File: config.mk
export PLATFORM = sky130hd
export DESIGN_NAME = stream_demux
export DESIGN_NICKNAME = d
export VERILOG_FILES = /design/src/rtl/stream_demux.sv
export SDC_FILE = /design/constraint.sdc
export NUM_CORES = 1
export LEC_CHECK = 0
export CAP_MARGIN = 15
export CORE_MARGIN = 2
export CORE_UTILIZATION = 35
export DETAILED_ROUTE_END_ITERATION = 8
export HOLD_SLACK_MARGIN = 0.12
export PLACE_DENSITY = 0.82
export SETUP_SLACK_MARGIN = 0.2
export SYNTH_ARGS = -nofsm -noshare
export SYNTH_HDL_FRONTEND = slang
export SYNTH_SLANG_ARGS = --single-unit
File: constraint.sdc
create_clock -name clk -period 3.45 [get_ports clk]
set_input_delay 0.69 -clock clk [delete_from_list [all_inputs] [get_ports clk]]
set_output_delay 0.69 -clock clk [all_outputs]
set_load 0.02 [all_outputs]
File: src/rtl/stream_demux.sv
// stream_demux: 1-to-CHANNELS valid/ready stream demultiplexer.
// Each output channel owns a one-entry register slot, so consumers stall
// independently. The block supports unicast (in_sel) and broadcast
// (in_bcast) delivery. Unicast beats addressed past the last channel are
// accepted and dropped, and a saturating counter records them.
module stream_demux #(
    parameter  int WIDTH    = 2,
    parameter  int CHANNELS = 4,
    parameter  int CNT_W    = 8,
    localparam int SEL_W    = $clog2(CHANNELS)
) (
    input  logic                      clk,
    input  logic                      rst_n,
    input  logic                      in_valid,
    output logic                      in_ready,
    input  logic [WIDTH-1:0]          in_data,
    input  logic [SEL_W-1:0]          in_sel,
    input  logic                      in_bcast,
    output logic [CHANNELS-1:0]       out_valid,
    input  logic [CHANNELS-1:0]       out_ready,
    output logic [CHANNELS*WIDTH-1:0] out_data,
    output logic [CNT_W-1:0]          bad_sel_cnt
);

    // The select field can encode more codes than there are channels when
    // CHANNELS is not a power of two. The extra codes are the illegal selects.
    localparam int                SEL_CODES = 1 << SEL_W;
    localparam logic [SEL_W:0]    CH_LIMIT  = (SEL_W + 1)'(CHANNELS);
    localparam logic [CNT_W-1:0]  CNT_MAX   = '1;

    logic [CHANNELS-1:0]  full_q;
    logic [CHANNELS-1:0]  full_d;
    logic [WIDTH-1:0]     data_q [CHANNELS];
    logic [WIDTH-1:0]     data_d [CHANNELS];
    logic [CHANNELS-1:0]  can_acc;
    logic [CHANNELS-1:0]  load;
    logic [SEL_CODES-1:0] can_acc_ext;
    logic                 sel_legal;
    logic                 xfer;
    logic                 drop;
    logic [CNT_W-1:0]     cnt_q;
    logic [CNT_W-1:0]     cnt_d;

    // A slot can take a beat when it is empty or is being drained this cycle.
    assign can_acc   = ~full_q | out_ready;
    assign sel_legal = ({1'b0, in_sel} < CH_LIMIT);

    // Widen can_acc to cover every select code. This keeps the unicast lookup
    // in range for any value of in_sel.
    always_comb begin
        can_acc_ext                 = '0;
        can_acc_ext[CHANNELS-1:0]   = can_acc;
    end

    // Input readiness. A broadcast needs every slot, and a legal unicast needs
    // only its own slot. An illegal select is always accepted so it can be dropped.
    always_comb begin
        in_ready = 1'b1;
        if (in_bcast) begin
            in_ready = &can_acc;
        end else if (sel_legal) begin
            in_ready = can_acc_ext[in_sel];
        end
    end

    assign xfer = in_valid & in_ready;
    assign drop = xfer & ~in_bcast & ~sel_legal;

    genvar gi;
    generate
        for (gi = 0; gi < CHANNELS; gi++) begin : g_slot
            localparam logic [SEL_W-1:0] IDX = SEL_W'(gi);

            // A load wins over a drain, so the slot stays full when both happen.
            // A drain with no load empties the slot but leaves the data as it was.
            assign load[gi]   = xfer & (in_bcast | (sel_legal & (in_sel == IDX)));
            assign full_d[gi] = load[gi] | (full_q[gi] & ~out_ready[gi]);
            assign data_d[gi] = load[gi] ? in_data : data_q[gi];

            assign out_valid[gi]                = full_q[gi];
            assign out_data[gi*WIDTH +: WIDTH]  = data_q[gi];
        end
    endgenerate

    // The drop counter saturates at its maximum value and never wraps.
    always_comb begin
        cnt_d = cnt_q;
        if (drop && (cnt_q != CNT_MAX)) begin
            cnt_d = cnt_q + 1'b1;
        end
    end

    // Slot and counter state. Reset empties every slot at once and discards held beats.
    always_ff @(posedge clk or negedge rst_n) begin
        if (!rst_n) begin
            full_q <= '0;
            cnt_q  <= '0;
            for (int i = 0; i < CHANNELS; i++) begin
                data_q[i] <= '0;
            end
        end else begin
            full_q <= full_d;
            cnt_q  <= cnt_d;
            for (int i = 0; i < CHANNELS; i++) begin
                data_q[i] <= data_d[i];
            end
        end
    end

    assign bad_sel_cnt = cnt_q;

endmodule

==> Yosys cells after proc, flatten, opt, wreduce, memory -nomap -nowiden <==
Cells that the tools add are included.
{ "totals": {"register_bits": 12, "latch_bits": 0, "mem_bits_rw": 0, "romBits": 0, "in_bits": 12, "output_inout_bits": 21, "elab_cells": 37, "mem_count": 0} }
{ "op_classes": {"n_addsub": 0, "mul": 0, "div": 0, "magnitude_cmp": 1, "eq_ne": 3, "shift": 0, "muxes": 3, "n_bitwise": 23, "reduce_logical": 2} }
{ "ops": {"columns": ["operator", "count"], "rows": [
  ["1-bit bitwise AND", 9],
  ["1-bit OR", 8],
  ["2-bit == test, second input constant", 2],
  ["1-bit NOT", 4],
  ["4-bit NOT", 1],
  ["4-bit OR", 1],
  ["4-bit AND reduction", 1],
  ["2-bit by 3-bit less-than comparator with 1-bit output, second input constant", 1],
  ["1-bit binary-select mux with 2-bit select", 1],
  ["2-bit by 1-bit == test with 1-bit output, second input constant", 1],
  ["2-bit logical NOT", 1],
  ["1-bit two-way mux", 2]
]} }

==> Logic depth before layout (Yosys ltp) <==
{ "depth": {"depth_word": 8, "depth_mapped": 5} }

==> Worst setup path before layout <==
Ideal clock, no wire load.
{ "synth_path": {"path_type": "input to output", "start": "input in_sel[1]", "end": "output in_ready", "arrival_time_ps": 1392, "required_ps": 2760, "slack_ps": 1368, "cell_stages": 4, "n_path_buf": 0, "path_cell_list": "and2_2 -> a22oi_4 -> nand4_4 -> inv_1"} }
{ "synth_between": {"elab_chain_cells": 3} }
{ "synth_rtl": {"columns": ["item", "line_no", "rtl"], "rows": [
  ["start: declaration", "17", "input logic [SEL_W-1:0] in_sel,"],
  ["1-bit binary-select mux with 2-bit select", "62", "in_ready = can_acc_ext[in_sel];"],
  ["1-bit two-way mux (not written as such)", "62", null],
  ["1-bit two-way mux", "59", "if (in_bcast) begin"],
  ["end: declaration", "15", "output logic in_ready,"]
]} }
Every way passes these cells. The select of a mux whose other input is x is not followed.

==> Worst setup path in the final report <==
{ "layout_path": {"start": "input in_sel[0]", "end": "output in_ready"} }
Same word-level chain as after synthesis.

==> run metrics <==
crit-path max cell delay=600 ps; dpl hpwl=roughly 1000 um; final period utilization=90.45%; Clock Latency Late Sink=~270 ps; Routed Antenna Nets=0; path depth of the worst reg2reg path=5; Crit path top cell by count=clkdlybuf4s50_1; top sig layer=met4; top cells by area, synth=dfrtp_1 (46%), mux2_2 (10%), buf_4 (9.1%); Main synth FF type=dfrtp_1; setup slack, reg-to-reg=1790 ps; min setup slack post-route=329.5 ps; top-area cell type share of the netlist area=between 40% and 50%; Final GP Congestion=0.7929; hold depth=1; outcome=finished clean; worst-case clock buffer depth=2; filler instances=157; routed vias/inst=4.346; drt total wl=~1200 um; Setup-failing EPs final=0; critical path data arrival time=between 2000 and 2500 ps; Mapped Area=658.1 um^2; Routed WL per cell=11.50 um; clk sink count=12; Synth cell types=20; CP top delay family=buffers and inverters; CP Buf/Inv Count=3; routed length on met3=between 90 and 100 um; leading area contributor after synthesis=dfrtp_1; Crit path required time=2760 ps; DR WL met2=580 um; vias in the first global route=451; Async SR Flop Fraction=between 90% and 100%; worst-path fanout max=6; number of cell rows=15; Top Ports=33; number of remaining DRC errors=0; DR vias=465; Diodes inserted=0; Pwr Total=0.5494 mW; Setup Fix Bufs, Post-CTS=0; r2r startpoint=out_valid[3]$_DFF_PN0_; final hold violations=0; post-synthesis sequential area ratio=45.63%; Setup crit start kind=input port; register area=around 300 um^2; crit path time final=3121 ps; CTS Hold Bufs=0; reg2reg end=out_data[3]$_DFFE_PN0P_; maxcap violations=0; GRT Overall Usage=between 10% and 20%; switching share of power=32.83%; FMAX=320.5 MHz; initial antenna violation count=0; Synth Instances=55; area delta synth->final=41.64%; CTS tree=built; Sw Pwr=0.1804 mW; GRT Residual Overflow=0; worst rel slew slack=64.34%; core area=1745 um^2; synthesized flop and latch total=12; Internal Pwr Total=0.3691 mW; CTS root buf=clkbuf_4; Cell Area, Placed=895.9 um^2; Pleak=0.4201 nW; met1 WL=approximately 540 um; layout cell share with drive strength beyond 1=25.61%; cts repair resizes=0; Worst Tran Pin Value=roughly 530 ps; Hold Path Class=flop to flop; die width=roughly 47 um; pre-CTS WS=338.9 ps; pin count of the biggest net entering global routing=13; DR pass1 iterations=4; Cell Pwr Density=approximately 590 nW/um^2; Reg clk slew, reported paths=80 ps; RSZ-0062 raised after global routing=false; Clk pwr share=19.9%; CTS Buf Count=3; Crit-path slowest cell=clkdlybuf4s50_1; Post-synth EDFFs=0; Worst Hold Endpoint=out_data[2]$_DFFE_PN0P_; port bufs=24; final instance area=932.1 um^2; global-route wire length before repair=1994 um; peak supply drop=just over 400 uV; Avg Synthesized Cell Area=11.97 um^2; Fin Setup TNS=0 ps; Multi-input gate area=316.6 um^2; initial core utilization=37.71%; Final Net Count=between 90 and 100; worst-path cell chain=clkdlybuf4s50_1, and2b_1, a22oi_4, nand4_4, inv_1, clkdlybuf4s50_1; Die Area=2243 um^2; Final Max Tran Viols=0; synth warn=0; DR iter-0 viols=2; die height=~47 um; Seq pwr share=a little over a third; worst clock skew=roughly 8.4 ps; hold path start=out_data[2]$_DFFE_PN0P_; class of the most critical setup path=input port to output port; CP endpoint kind=output port; Combinational Power Share=around 44%; H-tree depth=1
## final cells by class
cell class	instances	share of cell area, %
multi-input combinational	40	33.96
sequential	12	32.21
timing repair buffer	24	25.77
clock buffer	4	3.893
tap	25	3.356
inverter	2	0.8054
## how the worst max path moves through the flow
stage | startpoint | end | slack, ps | cells after the start
after global routing | in_bcast | in_ready | 240 | 6
final | in_sel[0] | in_ready | 330 | 6
after CTS | in_bcast | in_ready | 320 | 6
after detailed placement | in_bcast | in_ready | 340 | 6
after global placement | in_sel[0] | in_ready | 350 | 6
after floorplan | in_sel[1] | in_ready | 1370 | 4
## cell usage in the layout (no fill, tap or decap), types with 2 or more instances in the layout
| master | instances |
|---|---|
| and2b_1 | 2 |
| clkbuf_4 | 3 |
| nor2_1 | 4 |
| mux2_4 | 2 |
| o21ai_2 | 2 |
| o21ai_0 | 2 |
| or2_2 | 3 |
| conb_1 | 8 |
| mux2_2 | 6 |
| inv_1 | 2 |
| nor2b_1 | 3 |
| clkdlybuf4s50_1 | 24 |
| dfrtp_1 | 12 |
## cells by family after synthesis
| kind of cell | count (synthesis) | synth area share [%] |
|---|---|---|
| muxes | 8 | 14.83 |
| other | 1 | 0.5698 |
| DFF | 12 | 45.63 |
| and+or+nand+nor | 17 | 19.20 |
| buffers and inverters | 10 | 10.27 |
| AOI/OAI and AO/OA | 7 | 9.507 |
## registers in the layout, indices dropped and copies added, names as in the netlist
| name | flops |
|---|---|
| out_data | 8 |
| out_valid | 4 |
## power groups by stage
| stage | sequential (mW) | combinational [mW] | clock [mW] |
|---|---|---|---|
| after floorplan | 0.248 | 0.0898 | 0 |
| after global placement | 0.201 | 0.239 | 0 |
| after detailed placement | 0.201 | 0.242 | 0 |
| after CTS | 0.200 | 0.243 | 0.113 |
| after global routing | 0.205 | 0.254 | 0.121 |
| final | 0.200 | 0.241 | 0.109 |
## cells in the mapped netlist, types with 2 or more instances
cell type,count
and2b_1,2
buf_4,8
dfrtp_1,12
inv_1,2
mux2_2,6
mux2_4,2
nor2_1,4
nor2b_1,3
o21ai_0,2
o21ai_2,2
or2_2,3
## routing by layer
metal / vias up / track usage [%]
li1: 226 / -
met1: 214 / 17.49
met2: 23 / 20.00
met3: 2 / 2.308
met4: 0 / 6.667
met5: - / 0
## through the flow
step	hold WS [ps]	instances	utilization [%]
after floorplan	394.4	62	-
after global placement	495.2	103	51.33
after detailed placement	498.3	103	51.33
after CTS	521.4	107	53.41
after global routing	537.1	107	53.41
final	514.9	107	53.41
Power figures use the tool's default switching activity.
